File: config.mk
export PLATFORM = sky130hd
export DESIGN_NAME = crossover_sched
export DESIGN_NICKNAME = d
export VERILOG_FILES = /design/src/rtl/crossover_sched.sv
export SDC_FILE = /design/constraint.sdc
export NUM_CORES = 1
export LEC_CHECK = 0
export ABC_CLOCK_PERIOD_IN_PS = 8400
export CORE_ASPECT_RATIO = 0.75
export CORE_MARGIN = 8
export CORE_UTILIZATION = 45
export DETAILED_ROUTE_END_ITERATION = 10
export GPL_ROUTABILITY_DRIVEN = 0
export GPL_TIMING_DRIVEN = 1
export PLACE_DENSITY = 0.76
export SLEW_MARGIN = 5
export SYNTH_ARGS = -nofsm -noshare
export SYNTH_HDL_FRONTEND = slang
export SYNTH_SLANG_ARGS = --single-unit
File: constraint.sdc
create_clock -name clk -period 8.4 [get_ports clk]
set_input_delay 1.68 -clock clk [delete_from_list [all_inputs] [get_ports clk]]
set_output_delay 1.68 -clock clk [all_outputs]
set_load 0.01 [all_outputs]
File: src/rtl/crossover_sched.sv
// Job sequencer for the crossover_perturb datapath: config load, gene streaming,
// valid-pipe tracking and a credit-controlled child FIFO. Optional stall counter: CROSSOVER_SCHED_STALL_CNT_EN.
module crossover_sched #(
    parameter int GENE_SZ = 64,
    parameter int WORD_SZ = 32,
    parameter int ATTR_SZ = 8,
    parameter int CNT_SZ  = 8,
    parameter int DEPTH   = 4
) (
    input  logic               clk,
    input  logic               rst,
    input  logic               cmd_valid,
    output logic               cmd_ready,
    input  logic [GENE_SZ-1:0] cmd_cfg,
    input  logic [ATTR_SZ-1:0] cmd_child_id,
    input  logic [CNT_SZ-1:0]  cmd_num_genes,
    input  logic               gene_valid,
    output logic               gene_ready,
    input  logic [GENE_SZ-1:0] gene1_in,
    input  logic [GENE_SZ-1:0] gene2_in,
    input  logic [WORD_SZ-1:0] rng_in,
    output logic               rng_advance,
    output logic               cp_setup,
    output logic [GENE_SZ-1:0] cp_data_in1,
    output logic [GENE_SZ-1:0] cp_data_in2,
    output logic [WORD_SZ-1:0] cp_random,
    input  logic [GENE_SZ-1:0] cp_child_gene,
    output logic               child_valid,
    input  logic               child_ready,
    output logic [GENE_SZ-1:0] child_gene,
    output logic               child_last,
    output logic               busy,
    output logic               done,
    output logic [15:0]        stall_cycles
);

    localparam int PTR_W = $clog2(DEPTH);
    localparam int CNT_W = PTR_W + 1;
    localparam int SUM_W = PTR_W + 2;

    typedef enum logic [1:0] {
        S_IDLE,
        S_SETUP,
        S_ISSUE,
        S_DRAIN
    } state_t;

    state_t             state_q, state_d;
    logic [GENE_SZ-1:0] cfg_q, cfg_d;
    logic [ATTR_SZ-1:0] id_q, id_d;
    logic [CNT_SZ-1:0]  rem_q, rem_d;

    logic               cp_setup_q, cp_setup_d;
    logic [GENE_SZ-1:0] cp_in1_q, cp_in1_d;
    logic [GENE_SZ-1:0] cp_in2_q, cp_in2_d;
    logic [WORD_SZ-1:0] cp_rand_q, cp_rand_d;

    logic [3:0]         pipe_vld_q, pipe_vld_d;
    logic [3:0]         pipe_last_q, pipe_last_d;

    logic [GENE_SZ:0]   fifo_mem [DEPTH];
    logic [PTR_W-1:0]   wr_ptr_q, wr_ptr_d;
    logic [PTR_W-1:0]   rd_ptr_q, rd_ptr_d;
    logic [CNT_W-1:0]   fifo_cnt_q, fifo_cnt_d;

    logic [2:0]         inflight;
    logic               credit;
    logic               handshake;
    logic               accept;
    logic               push;
    logic               pop;

    // Credit counts children already in the pipe so a push can never find the FIFO full.
    assign inflight  = {2'b00, pipe_vld_q[0]} + {2'b00, pipe_vld_q[1]}
                     + {2'b00, pipe_vld_q[2]} + {2'b00, pipe_vld_q[3]};
    assign credit    = (SUM_W'(fifo_cnt_q) + SUM_W'(inflight)) < SUM_W'(DEPTH);
    assign handshake = (state_q == S_ISSUE) && gene_valid && credit;
    assign accept    = (state_q == S_IDLE) && cmd_valid;
    assign push      = pipe_vld_q[3];
    assign pop       = child_valid && child_ready;

    assign cmd_ready   = (state_q == S_IDLE);
    assign busy        = (state_q != S_IDLE);
    assign gene_ready  = handshake;
    assign rng_advance = handshake;
    assign done        = (state_q == S_DRAIN) && (inflight == 3'd0);

    assign cp_setup    = cp_setup_q;
    assign cp_data_in1 = cp_in1_q;
    assign cp_data_in2 = cp_in2_q;
    assign cp_random   = cp_rand_q;

    assign child_valid = (fifo_cnt_q != '0);
    assign child_gene  = fifo_mem[rd_ptr_q][GENE_SZ-1:0];
    assign child_last  = child_valid && fifo_mem[rd_ptr_q][GENE_SZ];

    // NOTE: every variable gets a default first, so no path can leave it unassigned and infer a latch.
    always_comb begin
        state_d = state_q;
        cfg_d   = cfg_q;
        id_d    = id_q;
        rem_d   = rem_q;
        unique case (state_q)
            S_IDLE: begin
                if (cmd_valid) begin
                    cfg_d   = cmd_cfg;
                    id_d    = cmd_child_id;
                    rem_d   = cmd_num_genes;
                    state_d = S_SETUP;
                end
            end
            S_SETUP: begin
                state_d = (rem_q != '0) ? S_ISSUE : S_DRAIN;
            end
            S_ISSUE: begin
                if (handshake) begin
                    rem_d = rem_q - CNT_SZ'(1);
                    if (rem_q == CNT_SZ'(1)) begin
                        state_d = S_DRAIN;
                    end
                end
            end
            S_DRAIN: begin
                if (inflight == 3'd0) begin
                    state_d = S_IDLE;
                end
            end
            default: state_d = S_IDLE;
        endcase
    end

    // Datapath inputs are registered; idle/setup keep the config loaded so reloads are harmless.
    always_comb begin
        cp_setup_d = (state_d == S_IDLE) || (state_d == S_SETUP);
        cp_in1_d   = cp_in1_q;
        cp_in2_d   = cp_in2_q;
        cp_rand_d  = cp_rand_q;
        if ((state_d == S_IDLE) || (state_d == S_SETUP)) begin
            cp_in1_d = cfg_d;
            cp_in2_d = GENE_SZ'(id_d);
        end else if (handshake) begin
            cp_in1_d  = gene1_in;
            cp_in2_d  = gene2_in;
            cp_rand_d = rng_in;
        end
    end

    always_comb begin
        pipe_vld_d  = {pipe_vld_q[2:0], handshake};
        pipe_last_d = {pipe_last_q[2:0], handshake && (rem_q == CNT_SZ'(1))};
    end

    always_comb begin
        wr_ptr_d   = push ? wr_ptr_q + PTR_W'(1) : wr_ptr_q;
        rd_ptr_d   = pop  ? rd_ptr_q + PTR_W'(1) : rd_ptr_q;
        fifo_cnt_d = fifo_cnt_q;
        unique case ({push, pop})
            2'b10:   fifo_cnt_d = fifo_cnt_q + CNT_W'(1);
            2'b01:   fifo_cnt_d = fifo_cnt_q - CNT_W'(1);
            default: fifo_cnt_d = fifo_cnt_q;
        endcase
    end

    // NOTE: state uses non-blocking assignments so every flop samples pre-edge values.
    always_ff @(posedge clk or negedge rst) begin
        if (!rst) begin
            state_q     <= S_IDLE;
            cfg_q       <= '0;
            id_q        <= '0;
            rem_q       <= '0;
            cp_setup_q  <= 1'b1;
            cp_in1_q    <= '0;
            cp_in2_q    <= '0;
            cp_rand_q   <= '0;
            pipe_vld_q  <= '0;
            pipe_last_q <= '0;
            wr_ptr_q    <= '0;
            rd_ptr_q    <= '0;
            fifo_cnt_q  <= '0;
        end else begin
            state_q     <= state_d;
            cfg_q       <= cfg_d;
            id_q        <= id_d;
            rem_q       <= rem_d;
            cp_setup_q  <= cp_setup_d;
            cp_in1_q    <= cp_in1_d;
            cp_in2_q    <= cp_in2_d;
            cp_rand_q   <= cp_rand_d;
            pipe_vld_q  <= pipe_vld_d;
            pipe_last_q <= pipe_last_d;
            wr_ptr_q    <= wr_ptr_d;
            rd_ptr_q    <= rd_ptr_d;
            fifo_cnt_q  <= fifo_cnt_d;
        end
    end

    // NOTE: storage is not reset; emptiness comes from the reset pointers and count alone.
    always_ff @(posedge clk) begin
        if (push) begin
            fifo_mem[wr_ptr_q] <= {pipe_last_q[3], cp_child_gene};
        end
    end

`ifdef CROSSOVER_SCHED_STALL_CNT_EN
    logic [15:0] stall_q, stall_d;

    always_comb begin
        stall_d = stall_q;
        if (accept) begin
            stall_d = '0;
        end else if ((state_q == S_ISSUE) && gene_valid && !credit && (stall_q != 16'hFFFF)) begin
            stall_d = stall_q + 16'd1;
        end
    end

    always_ff @(posedge clk or negedge rst) begin
        if (!rst) begin
            stall_q <= '0;
        end else begin
            stall_q <= stall_d;
        end
    end

    assign stall_cycles = stall_q;
`else
    logic unused_accept;
    assign unused_accept = accept;
    assign stall_cycles  = '0;
`endif

endmodule

# After elaboration in Yosys (flattened, before gate mapping)
# Memories as Yosys holds them, arrays and structs flattened.
# Index checks and enable logic that the tools add are counted.
classes:
  addsub: 9
  order_cmp: 1
  eq_ne: 9
  muxes: 20
  n_bitwise: 1
  n_reduce_logical: 18
op_table:
  columns: ["cell", "count"]
  rows:
  - ["2-to-1 mux 64 bit", 6]
  - ["2-to-1 mux 8 bit", 4]
  - ["case mux 8 bit (2 select lines)", 1]
  - ["== test 8 x 1 -> 1 bit, second input constant", 1]
  - ["2-to-1 mux 2 bit", 4]
  - ["case mux 2 bit (4 select lines)", 1]
  - ["nonzero test 2 bit", 4]
  - ["nonzero test 8 bit", 1]
  - ["subtractor 8 x 1 -> 8 bit, second input constant", 1]
  - ["== test 2 x 1 -> 1 bit, second input constant", 3]
  - ["== test 2 bit, second input constant", 3]
  - ["logical AND 1 bit", 6]
  - ["case mux 3 bit (2 select lines)", 1]
  - ["adder 2 x 1 -> 2 bit, second input constant", 2]
  - ["adder 3 x 3 -> 4 bit", 1]
  - ["logical NOT 2 bit", 2]
  - ["less-than comparator 4 x 3 -> 1 bit, second input constant", 1]
  - ["!= test 2 bit, second input constant", 2]
  - ["adder 2 x 1 -> 3 bit", 1]
  - ["adder 3 x 1 -> 3 bit", 1]
  - ["adder 3 x 1 -> 3 bit, second input constant", 1]
  - ["logical NOT 3 bit", 1]
  - ["2-to-1 mux 1 bit", 3]
  - ["AND reduction 3 bit", 1]
  - ["6 further kinds", 6]
totals:
  register_bits: 258
  ram_bits: 260
  inputBits: 309
  output_inout_bits: 248
  elab_cells: 72
  n_memories: 1
mem_list:
  columns: ["name", "depth", "width", "read_ports", "rd_clocked_by_memory_dff", "wr", "line_no", "source"]
  rows:
  - ["fifo_mem", 4, 65, 1, 0, 1, "61", "logic [GENE_SZ:0] fifo_mem [DEPTH];"]

# Depth between registers and ports, before layout
depth:
  depth_word: 12
  depth_mapped: 11

# Worst setup path before layout
# Ideal clock, no wire load.
synth_timing:
  path_kind: "in2out"
  startpoint: "input gene_valid"
  endpoint: "output rng_advance"
  t_arrival_ns: 2.710
  t_required_ns: 6.720
  setup_slack_ns: 4.010
  cell_stages: 6
  n_path_buf: 4
  cell_sequence: "nor4b_2 > and3_1 > buf_4 > buf_6 > buf_2 > buf_4"
synth_via:
  elab_chain_len: 2
synth_rtl:
  columns: ["item", "line_no", "source"]
  rows:
  - ["start: declaration", "17", "input logic gene_valid,"]
  - ["logical AND 1 bit (2 in series)", "77", "assign handshake = (state_q == S_ISSUE) && gene_valid && credit;"]
  - ["end: declaration", "22", "output logic rng_advance,"]
# No other way between the ends.

# Final worst setup path
layout_timing:
  startpoint: "register pipe_vld_q[3]"
  endpoint: "output rng_advance"
layout_via:
  elab_chain_len: 4
layout_rtl:
  columns: ["item", "line_no", "source"]
  rows:
  - ["start: declaration", "58", "logic [3:0] pipe_vld_q, pipe_vld_d;"]
  - ["start signal: assignment", "189", "pipe_vld_q <= pipe_vld_d;"]
  - ["adder 3 x 1 -> 3 bit", "75", "+ {2'b00, pipe_vld_q[2]} + {2'b00, pipe_vld_q[3]};"]
  - ["adder 3 x 3 -> 4 bit", "76", "assign credit = (SUM_W'(fifo_cnt_q) + SUM_W'(inflight)) < SUM_W'(DEPTH);"]
  - ["less-than comparator 4 x 3 -> 1 bit", "76", null]
  - ["logical AND 1 bit", "77", null]
# No other way between the ends.

==> run metrics <==
outcome completed; post-synth top area share 0.393; Hold EP pipe_last_q[3]; sequential share of power 0.383; IO Port Bufs 540; PostCTS Resize Cnt 0; cell area after synthesis 19900 um2; Layout area overhead 37.1%; Most common cell on crit path ha_1; CP Capture Type output port; first drt pass iteration count 4; WL/cell 25.2 um; Multi-input gate area between 5000 and 6000 um2; minimum hold slack 0.349 ns; worst hold path depth 0; Slew Limit Fails 0; detailed placement HPWL ~39 mm; final setup fails 0; Synth Instances roughly 1100; reg2reg path depth 9; asr flop ratio synth 0.498; clock network power share 0.219; remaining antenna violation count 0; Ports between 500 and 600; r2r endpoint cp_random[5]; PD cells 360 nW/um2; max frequency roughly 180 MHz; # nets final 1926; layout cells sized above 1 0.151; Die Y 198 um; WL final 56.2 mm; Hold Crit Start pipe_last_q[2]; Worst-Margin Slew 1.15 ns; Slowest-stage cell, CP clkdlybuf4s50_1; # DRC 0; Overflow after GRT 0; GRT Util Overall 0.212; Die Wd 259 um; clock skew between 0.01 and 0.015 ns; count of cell types in the netlist 47; YS warnings 0; Num CTS Buffers 49; CP Launch Point pipe_vld_q[3]; vias per cell 5.34; drt initial violations 767; Worst EP required approximately 6.7 ns; postcts setup bufs 0; crit path time final around 5.5 ns; Post-synth top cells edfxtp_1, dfrtp_1, mux2_2; Hold Crit Class reg -> reg; TritonCTS Sinks 518; register area share after synthesis 0.718; CTS tree yes; antenna violations before repair 21; CP Max Fanout 30; Synth Register Bits 518; Final Cycle Share 0.651; CP Class reg -> out; vias in the first global route 13052; Place WS roughly 3.1 ns; fin area 27200 um2; area leader, netlist edfxtp_1; core area ~43000 um2; Pleak between 10 and 15 nW; Pint roughly 6.7 mW; syn_area_per_cell 18.5 um2; PnR worst setup slack between 2 and 3 ns; r2r setup slk 3.65 ns; FF-to-FF Start pipe_vld_q[3]; # hold bufs at CTS 0; Worst EP arrival approximately 3.8 ns; Total Die Area approximately 50000 um2; EDFF count, synth 260; most area-consuming cells after synthesis edfxtp_1, dfrtp_1, mux4_2; Max Root-Sink Buffers 3; combinational share of power 0.399; crit start category register; max cap viols 0; Post-DP Area around 26000 um2; FILL cells around 3200; row count 66; total power draw 9.82 mW; first-pass GRT wire length between 80 and 90 mm; count leader, synth edfxtp_1; Max transition margin 0.229; Vias between 10000 and 15000; CTS root buffer clkbuf_16; Reg clk slew, reported paths approximately 0.060 ns; worst vdd ir between 0.0002 and 0.00025 V; NetSw approximately 3.1 mW; sw frac 0.318; worst-skew pair later-pin latency roughly 0.57 ns; H-tree levels 2; initial core utilization 0.457; Hold Vio Cnt, Final 0; largest net degree at the start of global routing around 150; Critical Path, Cell by Cell fa_1, ha_1, ha_1, ha_1, nor4b_2, and3_4, clkdlybuf4s50_1; CP max stage delay 0.63 ns; Fin Setup TNS 0 ns; Post-synth top flop edfxtp_1; RSZ-0062 raised after global routing no; flip-flop and latch area between 10000 and 15000 um2
==> flip-flops by register name, indices dropped and copies added (netlist names) <==
signal	flops
wr_ptr_q	2
state_q	2
fifo_mem	260
rd_ptr_q	2
cp_random	32
fifo_cnt_q	3
cp_data_in1	64
cfg_q	64
cp_data_in2	64
id_q	8
pipe_vld_q	4
pipe_last_q	4
rem_q	8
cp_setup	1
==> area by class of cell <==
class,count,area share
multi-input cells,476,0.189
inverters,10,0.00138
clock buffers,66,0.0485
well taps,578,0.0266
repair buffers,549,0.202
diodes,9,0.000827
flip-flops and latches,518,0.524
clock inverters,21,0.00845
==> worst max-delay path: cells and delay by family (launching register included) <==
| kind | cells | cell delay, ns |
|---|---|---|
| and+or+nand+nor | 2 | 0.86 |
| DFF | 1 | 0.52 |
| buffers and inverters | 1 | 0.63 |
| adders and majority gates | 4 | 1.18 |
==> metal layers <==
layer  global-route usage  vias up  part of all wire
met5                    0        -            0.0026
met4               0.0672       22             0.025
met3               0.0861      102             0.094
met2                0.359      437              0.50
met1                0.248     6120              0.38
li1                     -     5215                 -
==> cells in the final DEF, fill, tap and decap left out, types with 6 or more instances in the layout <==
cell | netlist | final
clkbuf_1 | 8 | 14
buf_4 | 33 | 8
a22o_1 | 56 | 56
clkdlybuf4s50_1 | 0 | 539
conb_1 | 1 | 16
inv_1 | 10 | 10
a21oi_1 | 9 | 9
mux4_2 | 65 | 65
o21ai_0 | 6 | 6
a21bo_2 | 8 | 8
or3_1 | 7 | 7
a22oi_1 | 72 | 72
mux2_2 | 81 | 81
nand2_1 | 13 | 13
ha_1 | 11 | 11
edfxtp_1 | 260 | 260
dfrtp_1 | 257 | 255
clkinv_2 | 0 | 10
diode_2 | 0 | 9
mux2_1 | 23 | 23
a21bo_1 | 64 | 64
clkbuf_16 | 0 | 49
==> logic make-up (layout without fill, tap and decap cells) <==
family,count (synthesis),in the layout,share of synthesized area
buf+inv,94,646,0.0275
mux,170,170,0.133
compound gates,229,229,0.0974
xor+xnor,6,6,0.00265
fa+ha+maj,13,13,0.00894
simple gates,42,42,0.0120
flops,518,518,0.718
other cells,1,25,0.000189
==> worst max path at each step <==
stage	endpoint	slack, ns	cells past startpoint
finish	rng_advance	2.93	7
global route	rng_advance	2.77	7
CTS	gene_ready	2.87	7
detailed placement	gene_ready	3.08	4
global placement	gene_ready	3.09	4
floorplan	rng_advance	4.01	6
==> power by group through the flow <==
stage / sequential [mW] / combinational, mW / clock (mW)
finish: 3.76 / 3.92 / 2.15
global route: 3.84 / 4.19 / 2.30
CTS: 3.76 / 3.97 / 2.20
detailed placement: 3.79 / 3.97 / 0
global placement: 3.76 / 3.88 / 0
floorplan: 3.83 / 2.13 / 0
==> through the flow <==
step,std cells,utilization
after floorplan,1088,-
after global placement,2131,0.591
after detailed placement,2131,0.591
after CTS,2218,0.627
after global routing,2225,0.627
final,2227,0.627
Power figures use the tool's default switching activity.
